[src/rtl/datapath_ctrl_pkg.sv]
// -----------------------------------------------------------------------------
// datapath_ctrl_pkg
// Shared encodings for the DataPath control unit:
//   - macro-instruction opcodes (OP_*)
//   - register selectors used by dst_sel / src_sel (SEL_*)
//   - sequencer state encoding (state_t)
//   - sel_onehot(): selector -> {Z,B,A} one-hot enable vector
// -----------------------------------------------------------------------------
package datapath_ctrl_pkg;

   localparam logic [1:0] OP_NOP  = 2'd0;
   localparam logic [1:0] OP_LDA  = 2'd1;
   localparam logic [1:0] OP_ADDI = 2'd2;
   localparam logic [1:0] OP_MOV  = 2'd3;

   localparam logic [1:0] SEL_A   = 2'd0;
   localparam logic [1:0] SEL_B   = 2'd1;
   localparam logic [1:0] SEL_Z   = 2'd2;
   localparam logic [1:0] SEL_BAD = 2'd3;

   typedef enum logic [1:0] {
      IDLE = 2'd0,
      T1   = 2'd1,
      T2   = 2'd2,
      DONE = 2'd3
   } state_t;

   // Bit 0 = A, bit 1 = B, bit 2 = Z. SEL_BAD selects nothing, so a stray
   // illegal selector can never produce a strobe on its own.
   function automatic logic [2:0] sel_onehot(input logic [1:0] sel);
      logic [2:0] vec;
      vec = 3'b000;
      case (sel)
         SEL_A:   vec = 3'b001;
         SEL_B:   vec = 3'b010;
         SEL_Z:   vec = 3'b100;
         default: vec = 3'b000;
      endcase
      return vec;
   endfunction

endpackage

[src/rtl/datapath_strobe_decode.sv]
// -----------------------------------------------------------------------------
// datapath_strobe_decode
// Purely combinational Moore decode of (state, latched instruction) into the
// DataPath strobes and immediates.
// Ports:
//   state             in   current sequencer state
//   opcode            in   latched opcode
//   dst_sel, src_sel  in   latched register selectors
//   imm               in   latched immediate
//   add_imm           out  immediate for the RZ adder (0 unless consumed)
//   lda_imm           out  immediate loaded into RA (0 unless consumed)
//   out_en            out  bus-driver enables {Z,B,A}
//   in_en             out  register load enables {Z,B,A}
//   illegal           out  instruction uses a selector equal to SEL_BAD
//   needs_t2          out  legal ADDI whose result must be copied out of RZ
// -----------------------------------------------------------------------------
module datapath_strobe_decode
   import datapath_ctrl_pkg::*;
#(
   parameter int WIDTH = 8
) (
   input  state_t           state,
   input  logic [1:0]       opcode,
   input  logic [1:0]       dst_sel,
   input  logic [1:0]       src_sel,
   input  logic [WIDTH-1:0] imm,
   output logic [WIDTH-1:0] add_imm,
   output logic [WIDTH-1:0] lda_imm,
   output logic [2:0]       out_en,
   output logic [2:0]       in_en,
   output logic             illegal,
   output logic             needs_t2
);

   logic [2:0] src_vec;
   logic [2:0] dst_vec;

   always_comb begin
      src_vec  = sel_onehot(src_sel);
      dst_vec  = sel_onehot(dst_sel);
      add_imm  = '0;
      lda_imm  = '0;
      out_en   = 3'b000;
      in_en    = 3'b000;
      illegal  = 1'b0;
      needs_t2 = 1'b0;

      // Only ADDI and MOV consume selectors; NOP/LDA ignore them entirely.
      if (opcode == OP_ADDI || opcode == OP_MOV) begin
         illegal = (dst_sel == SEL_BAD) || (src_sel == SEL_BAD);
      end

      // With dst=Z the adder has already written the result in T1.
      needs_t2 = (opcode == OP_ADDI) && !illegal && (dst_sel != SEL_Z);

      if (!illegal) begin
         case (state)
            T1: begin
               case (opcode)
                  OP_LDA: begin
                     lda_imm  = imm;
                     in_en[0] = 1'b1;
                  end
                  OP_ADDI: begin
                     // src=Z is fine: RZ drives the bus and reloads bus+imm.
                     out_en   = src_vec;
                     add_imm  = imm;
                     in_en[2] = 1'b1;
                  end
                  OP_MOV: begin
                     if (src_sel != dst_sel) begin
                        out_en = src_vec;
                        in_en  = dst_vec;
                     end
                  end
                  default: begin
                  end
               endcase
            end
            T2: begin
               if (opcode == OP_ADDI) begin
                  out_en[2] = 1'b1;
                  in_en     = dst_vec;
               end
            end
            default: begin
            end
         endcase
      end
   end

endmodule

[src/rtl/datapath_sequencer.sv]
// -----------------------------------------------------------------------------
// datapath_sequencer
// Control unit for the three-register DataPath (RA, RB, RZ on a shared bus,
// immediate adder into RZ). Runs one macro-instruction at a time.
//
// Handshake: start is sampled only in IDLE; a high start there latches
// opcode/dst_sel/src_sel/imm and raises busy from the next cycle. busy stays
// high through T1, optional T2 and DONE. done pulses for exactly the DONE
// cycle (err alongside it for a rejected instruction). start at any other
// time is dropped, so a held start re-issues in the IDLE cycle after DONE.
//
// Ports:
//   clock, clear          clock; synchronous active-high reset
//   start, opcode,
//   dst_sel, src_sel, imm instruction request
//   busy, done, err       handshake / status
//   AddImmediate,
//   RegisterAImmediate    immediates to the DataPath
//   RAout/RBout/RZout     bus-driver enables
//   RAin/RBin/RZin        register load enables
// -----------------------------------------------------------------------------
module datapath_sequencer
   import datapath_ctrl_pkg::*;
#(
   parameter int WIDTH = 8
) (
   input  logic             clock,
   input  logic             clear,
   input  logic             start,
   input  logic [1:0]       opcode,
   input  logic [1:0]       dst_sel,
   input  logic [1:0]       src_sel,
   input  logic [WIDTH-1:0] imm,
   output logic             busy,
   output logic             done,
   output logic             err,
   output logic [WIDTH-1:0] AddImmediate,
   output logic [WIDTH-1:0] RegisterAImmediate,
   output logic             RAout,
   output logic             RBout,
   output logic             RZout,
   output logic             RAin,
   output logic             RBin,
   output logic             RZin
);

   state_t           state;
   state_t           state_next;

   logic [1:0]       op_q;
   logic [1:0]       dst_q;
   logic [1:0]       src_q;
   logic [WIDTH-1:0] imm_q;

   logic [2:0]       out_en;
   logic [2:0]       in_en;
   logic             illegal;
   logic             needs_t2;

   wire accept = (state == IDLE) && start;

   // State register
   always_ff @(posedge clock) begin
      if (clear) begin
         state <= IDLE;
      end else begin
         state <= state_next;
      end
   end

   // Instruction latch
   always_ff @(posedge clock) begin
      if (clear) begin
         op_q  <= OP_NOP;
         dst_q <= SEL_A;
         src_q <= SEL_A;
         imm_q <= '0;
      end else if (accept) begin
         op_q  <= opcode;
         dst_q <= dst_sel;
         src_q <= src_sel;
         imm_q <= imm;
      end
   end

   // Next-state logic
   always_comb begin
      state_next = state;
      case (state)
         IDLE:    if (start) state_next = T1;
         T1:      state_next = needs_t2 ? T2 : DONE;
         T2:      state_next = DONE;
         DONE:    state_next = IDLE;
         default: state_next = IDLE;
      endcase
   end

   datapath_strobe_decode #(
      .WIDTH (WIDTH)
   ) u_decode (
      .state    (state),
      .opcode   (op_q),
      .dst_sel  (dst_q),
      .src_sel  (src_q),
      .imm      (imm_q),
      .add_imm  (AddImmediate),
      .lda_imm  (RegisterAImmediate),
      .out_en   (out_en),
      .in_en    (in_en),
      .illegal  (illegal),
      .needs_t2 (needs_t2)
   );

   // Output logic
   always_comb begin
      busy  = (state != IDLE);
      done  = (state == DONE);
      err   = (state == DONE) && illegal;
      RAout = out_en[0];
      RBout = out_en[1];
      RZout = out_en[2];
      RAin  = in_en[0];
      RBin  = in_en[1];
      RZin  = in_en[2];
   end

   // Invariants
   a_one_driver : assert property (@(posedge clock) disable iff (clear)
      $onehot0({RAout, RBout, RZout}));
   a_add_imm_gated : assert property (@(posedge clock) disable iff (clear)
      (AddImmediate == '0) || RZin);
   a_lda_imm_gated : assert property (@(posedge clock) disable iff (clear)
      (RegisterAImmediate == '0) || RAin);
   a_quiet_idle_done : assert property (@(posedge clock) disable iff (clear)
      (state == IDLE || state == DONE) |->
      ({RAout, RBout, RZout, RAin, RBin, RZin} == 6'b0));

endmodule

[config.mk]
export PLATFORM = sky130hd
export DESIGN_NAME = datapath_sequencer
export DESIGN_NICKNAME = d
export VERILOG_FILES = /design/src/rtl/datapath_ctrl_pkg.sv /design/src/rtl/datapath_strobe_decode.sv /design/src/rtl/datapath_sequencer.sv
export SDC_FILE = /design/constraint.sdc
export NUM_CORES = 1
export LEC_CHECK = 0
export ABC_AREA = 1
export CAP_MARGIN = 0
export CELL_PAD_IN_SITES_DETAIL_PLACEMENT = 2
export CELL_PAD_IN_SITES_GLOBAL_PLACEMENT = 2
export CORE_ASPECT_RATIO = 0.75
export CORE_UTILIZATION = 21
export CTS_CLUSTER_DIAMETER = 80
export DETAILED_ROUTE_END_ITERATION = 8
export PLACE_DENSITY = 0.77
export SLEW_MARGIN = 10
export SYNTH_ARGS = -nofsm -noshare
export SYNTH_HDL_FRONTEND = slang
export SYNTH_SLANG_ARGS = --single-unit
[constraint.sdc]
create_clock -name clock -period 1.5 [get_ports clock]
set_input_delay 0.15 -clock clock [delete_from_list [all_inputs] [get_ports clock]]
set_output_delay 0.15 -clock clock [all_outputs]
set_load 0.02 [all_outputs]
# After elaboration in Yosys (flattened, before gate mapping)
# Cells that the tools add are included.
[totals] regBits=16
[classes] n_eq_ne=15 reduce_logical=11 n_mux=25
[op_table] operator="$mux 8" count=6
[op_table] operator="$pmux 3 s3" count=2
[op_table] operator="$eq 2x2->1 const B" count=8
[op_table] operator="$mux 3" count=5
[op_table] operator="$pmux 3 s2" count=2
[op_table] operator="$eq 2x1->1 const B" count=4
[op_table] operator="$pmux 2 s4" count=1
[op_table] operator="$logic_not 2->1" count=3
[op_table] operator="$pmux 1 s2" count=3
[op_table] operator="$logic_and 1x1->1" count=4
[op_table] operator="$mux 1" count=4
[op_table] operator="$mux 2" count=2
[op_table] operator="$ne 2x2->1 const B" count=2
[op_table] operator="$logic_or 1x1->1" count=2
[op_table] operator="$ne 2x2->1" count=1
[op_table] operator="$reduce_bool 2->1" count=1
[op_table] operator="$logic_not 1->1" count=1

# Depth between registers and ports, before layout
[logic_depth] depth_word=8 ltp_mapped=8 ltp_nobuf=8

# Cells and area by module
# Synthesis repeated with hierarchy kept, for this count alone.
[unflattened] cells_unflattened=169 hier_area_um2=1134.8
[by_module_without_submodules] module="datapath_sequencer" area_each_um2=735.7 cells_per_inst=87 seq_area_each_um2=320.3 n_inst=1
[by_module_without_submodules] module="datapath_strobe_decode" area_each_um2=399.1 cells_per_inst=82 seq_area_each_um2=0.0 n_inst=1

# Worst setup path before layout
# OpenSTA, ideal clock, no wires.
[synth_timing] kind="reg2out" startpoint="register state[1]" endpoint="output AddImmediate[0]" t_arrival_ns=1.287 setup_slack_ns=0.063 n_path_buf=1 stages_incl_launch_ff=6 cell_sequence="dfxtp_1 inv_1 ha_1 buf_6 nand2_1 nor3_1"
[synth_via] elab_chain_len=3
[synth_rtl] element="from (decl)" line_no="datapath_sequencer.sv:47" text="state_t state;"
[synth_rtl] element="from (signal assigned)" line_no="datapath_sequencer.sv:67" text="state <= state_next;"
[synth_rtl] element="$eq 2x1->1" line_no="datapath_strobe_decode.sv:57" text="case (state)"
[synth_rtl] element="$mux 8" line_no="datapath_strobe_decode.sv:57"
[synth_rtl] element="$mux 8" line_no="datapath_strobe_decode.sv:56" text="if (!illegal) begin"
[synth_rtl] element="to (decl)" line_no="datapath_sequencer.sv:37" text="output logic [WIDTH-1:0] AddImmediate,"
# No other way between the ends.

# Worst setup path in the final report
[layout_timing] startpoint="register state[1]" endpoint="output RBin"
[layout_via] elab_chain_len=3 elab_cells_between_ends=4 cone_classes="eq/ne: 2; mux: 2"
[layout_rtl] element="$eq 2x2->1 or $eq 2x1->1 (tied branches)" line_no="datapath_strobe_decode.sv:57"
[layout_rtl] element="$pmux 3 s2 (*)" line_no="datapath_strobe_decode.sv:57"
[layout_rtl] element="$mux 3 (*)" line_no="datapath_strobe_decode.sv:56"
[layout_rtl] element="to (decl)" line_no="datapath_sequencer.sv:43" text="output logic RBin,"
# Mark *: on every way between the ends. The rest lies on a longest branch, timed or not.

==> summary by stage <==
Status
The run finished, with violations left. The final reports fail on setup timing.

Drt
The number of search-and-repair iterations in the first detailed-routing pass is 4. After detailed routing, the number of vias per cell comes to between 4 and 5. The starting DRC count in detailed routing is 52. In this run the remaining antenna-violating nets after routing total 0. The number of design rule violations left after detail routing is 0. The total wire length after detailed routing is ~5.8 mm. In the final routed layout, each cell accounts on average for between 20 and 25 um. The number of vias after detailed routing is roughly 1,400.

Setup path
The critical path launch point type is a flop. In this run the critical register-to-register path is captured at state[0]. The worst path required time is 1.35 ns.

The worst setup path category is reg -> out. The worst register-to-register path begins at state[1]. The critical path endpoint category is an output pin. The data arrival time of the worst path is about 1.6 ns. The largest fanout of any net on the critical path is 3. The worst-case register-to-register setup slack is about 0.020 ns. The logic depth of the worst register-to-register path is 9.

Die
The floorplan row count is 21. The number of top-level design ports is 42. The core region is 4546 um^2. The overall die area is between 5000 and 6000 um^2.

From left edge to right edge, the die measures ~82 um. The initial utilization of the core area, before any placement, comes to 0.2216. Measured along the y axis, the die boundary spans just over 60 um.

STA
On the final layout, the worst clock skew is approximately 0.0093 ns. The setup slack after layout is -0.2168 ns. The number of max-slew violations in the final report was 0. The time the worst path needs with I/O delays and setup is ~1.7 ns. The fmax is 0.5825 GHz.

Headroom to the max-slew limit came out at 0.8171. Of the available clock period, the critical path in the final layout requires 1.145. The sum of negative setup slack is -1.626 ns. The pin slew with the least headroom to its limit is approximately 0.27 ns. Setup repair after global routing could not meet its margin everywhere. The hold violation count in the final report is 0. The final number of setup-violating endpoints is 21.

Power and ir drop
The cell leakage power is just over 0.9 nW. The power consumption is 3.171 mW. Power spread over the standard cell area amounts to approximately 1500 nW/um^2. IR analysis of the VDD net gives a maximum drop of 0.8959 mV.

Synthesis
Yosys printed 0 warnings. The cell area after synthesis is roughly 1000 um^2. Counting flops with a built-in enable in the synthesized netlist gives 0. The most instantiated flip-flop cell in the synthesis netlist is sky130_fd_sc_hd__dfxtp_1. The number of synthesized register bits is 16. The number of nets in the synthesized netlist is around 170. Of the synthesized area, sequential elements account for 0.3180. The fraction of registers with async set or reset after synthesis is 0. The average instance in the mapped netlist occupies approximately 6.7 um^2.

The count of distinct cell types in the synthesized netlist is 24. Synthesis produced a netlist whose cell count is 151.

Placed design
The routability congestion estimate from global placement is between 0.8 and 0.9. The estimated wirelength of the detail-placed design is 3.327 mm. The count of buffers inserted at the top-level ports is between 40 and 50.

Global routing
In the global route stage, overall resource usage came out at 0.2021. The global-route met2 utilization is 0.3932. The global routing's busiest layer is met2. The global-route met1 utilization is 0.2156.

The number of antenna violations at the first check in global routing was 0. The total overflow left after global routing is 0. The wire length of the first global-routing pass is about 7.3 mm. The largest net degree at the start of global routing is 20. The via count of the first global-routing pass came to between 1,500 and 2,000.

The met3 usage is 0.04380.

Cells and area
After the last flow step, the layout net total stands at 250. The library cell used most frequently in the layout, excluding fill and tap cells, is sky130_fd_sc_hd__buf_4. The share of the core filled with cells is 0.4660.

The library cells used most frequently in the layout, excluding fill and tap cells, are sky130_fd_sc_hd__buf_4 (34), sky130_fd_sc_hd__nand2_1 (26), sky130_fd_sc_hd__buf_6 (20). The synthesis-to-finish area growth is 110.3%. The layout cell share with drive strength beyond 1 is 0.6018. The antenna diode instance count is 0.

Clock tree
The cell chosen for the clock root is sky130_fd_sc_hd__clkbuf_8. The total number of clock tree sinks is 16. Buffers inserted to repair hold after CTS numbered 0. For the worst-skew pair, the clock arrives at the later sink with an insertion delay of between 0.2 and 0.3 ns. The TritonCTS buffer count is 3.

The clock tree from TritonCTS is done. The maximum root-to-sink buffer count is 2. After clock tree synthesis, the clock-pin slew on the worst setup and hold paths is approximately 0.07 ns. CTS built an H-tree with a depth of 1.

Flow run
Across the run, the number of max-cap violations was 0.

Worst hold path
The path type of the worst min-delay path is in -> reg. The startpoint of the lowest-slack hold path is imm[7]. The end point of the most critical hold path is imm_q[7].

The number of cells on the worst hold path is 3.
-- sequential cells by signal, indices dropped and copies added (netlist names) --
register / flops
state: 2
op_q: 2
imm_q: 8
dst_q: 2
src_q: 2
-- report_power, final --
part,total (mW),switching (mW),internal [mW]
sequential,0.701,0.149,0.552
clock,0.344,0.164,0.179
combinational,2.13,1.18,0.942
total,3.17,1.50,1.67
-- layer usage --
layer,wire length [um],part of all wire
met5,0,0
met4,131,0.023
met3,223,0.039
met2,3055,0.53
met1,2346,0.41
-- cells by family after synthesis --
kind of cell    synth area share
fa+ha+maj                0.06211
flops                     0.3180
compound gates            0.1391
simple gates              0.3938
buf+inv                  0.08695
-- repair_timing --
item | in CTS | in global routing
pin swaps | 20 | 25
gates cloned | 0 | 1
setup endpoints to repair | 31 | 34
setup buffers | 5 | 4
resized for setup | 171 | 73
-- how the worst max path moves through the flow --
stage | from | to | slack [ns] | cells after the start
after floorplan | state[1] | AddImmediate[0] | 0.06 | 5
after global placement | state[0] | RBin | -0.33 | 5
after detailed placement | state[1] | RZout | -0.40 | 7
after CTS | dst_q[1] | AddImmediate[0] | -0.11 | 7
after global routing | state[1] | RBin | -0.25 | 6
final | state[1] | RBin | -0.22 | 6
-- critical path: stages (launching register included) --
cell                      delay (ns)
sky130_fd_sc_hd__dfxtp_2        0.35
sky130_fd_sc_hd__inv_2          0.06
sky130_fd_sc_hd__buf_6          0.12
sky130_fd_sc_hd__ha_4           0.29
sky130_fd_sc_hd__nand4_1        0.13
sky130_fd_sc_hd__a21oi_1        0.17
sky130_fd_sc_hd__buf_4          0.17
-- Yosys cell counts (2+ instances only) --
library cell / number / area share
sky130_fd_sc_hd__ha_1: 5 / 0.062
sky130_fd_sc_hd__nor2_1: 19 / 0.071
sky130_fd_sc_hd__nand2_4: 2 / 0.022
sky130_fd_sc_hd__a21oi_1: 13 / 0.065
sky130_fd_sc_hd__inv_1: 10 / 0.037
sky130_fd_sc_hd__nand3_1: 7 / 0.035
sky130_fd_sc_hd__nand4_1: 3 / 0.019
sky130_fd_sc_hd__nor3_1: 9 / 0.045
sky130_fd_sc_hd__a211oi_1: 6 / 0.045
sky130_fd_sc_hd__dfxtp_1: 16 / 0.32
sky130_fd_sc_hd__nand2_2: 4 / 0.025
sky130_fd_sc_hd__nand2_1: 42 / 0.16
sky130_fd_sc_hd__clkbuf_1: 2 / 0.0075
sky130_fd_sc_hd__inv_2: 3 / 0.011
-- through the flow --
| step | setup WS (ns) | cell area (um^2) | cells | hold slack [ns] |
|---|---|---|---|---|
| 2_1_floorplan | 0.06291 | 1007 | 151 | 0.2946 |
| 3_3_place_gp | -0.3253 | 1677 | 271 | 0.4513 |
| 3_5_place_dp | -0.3972 | 1677 | 271 | 0.4641 |
| 4_1_cts | -0.1142 | 1854 | 279 | 0.4594 |
| 5_1_grt | -0.2517 | 2118 | 283 | 0.4680 |
| 6_report | -0.2168 | 2118 | 283 | 0.4429 |
-- cell type report --
class	count	area, um^2
fillers	497	2427
multi-input cells	115	868.3
repair buffers	77	725.7
flip-flops and latches	16	335.3
well taps	57	71.32
inverters	14	68.82
clock buffers	3	41.29
repair inverters	1	7.507
Note: power is estimated with default switching activity, not from simulation.
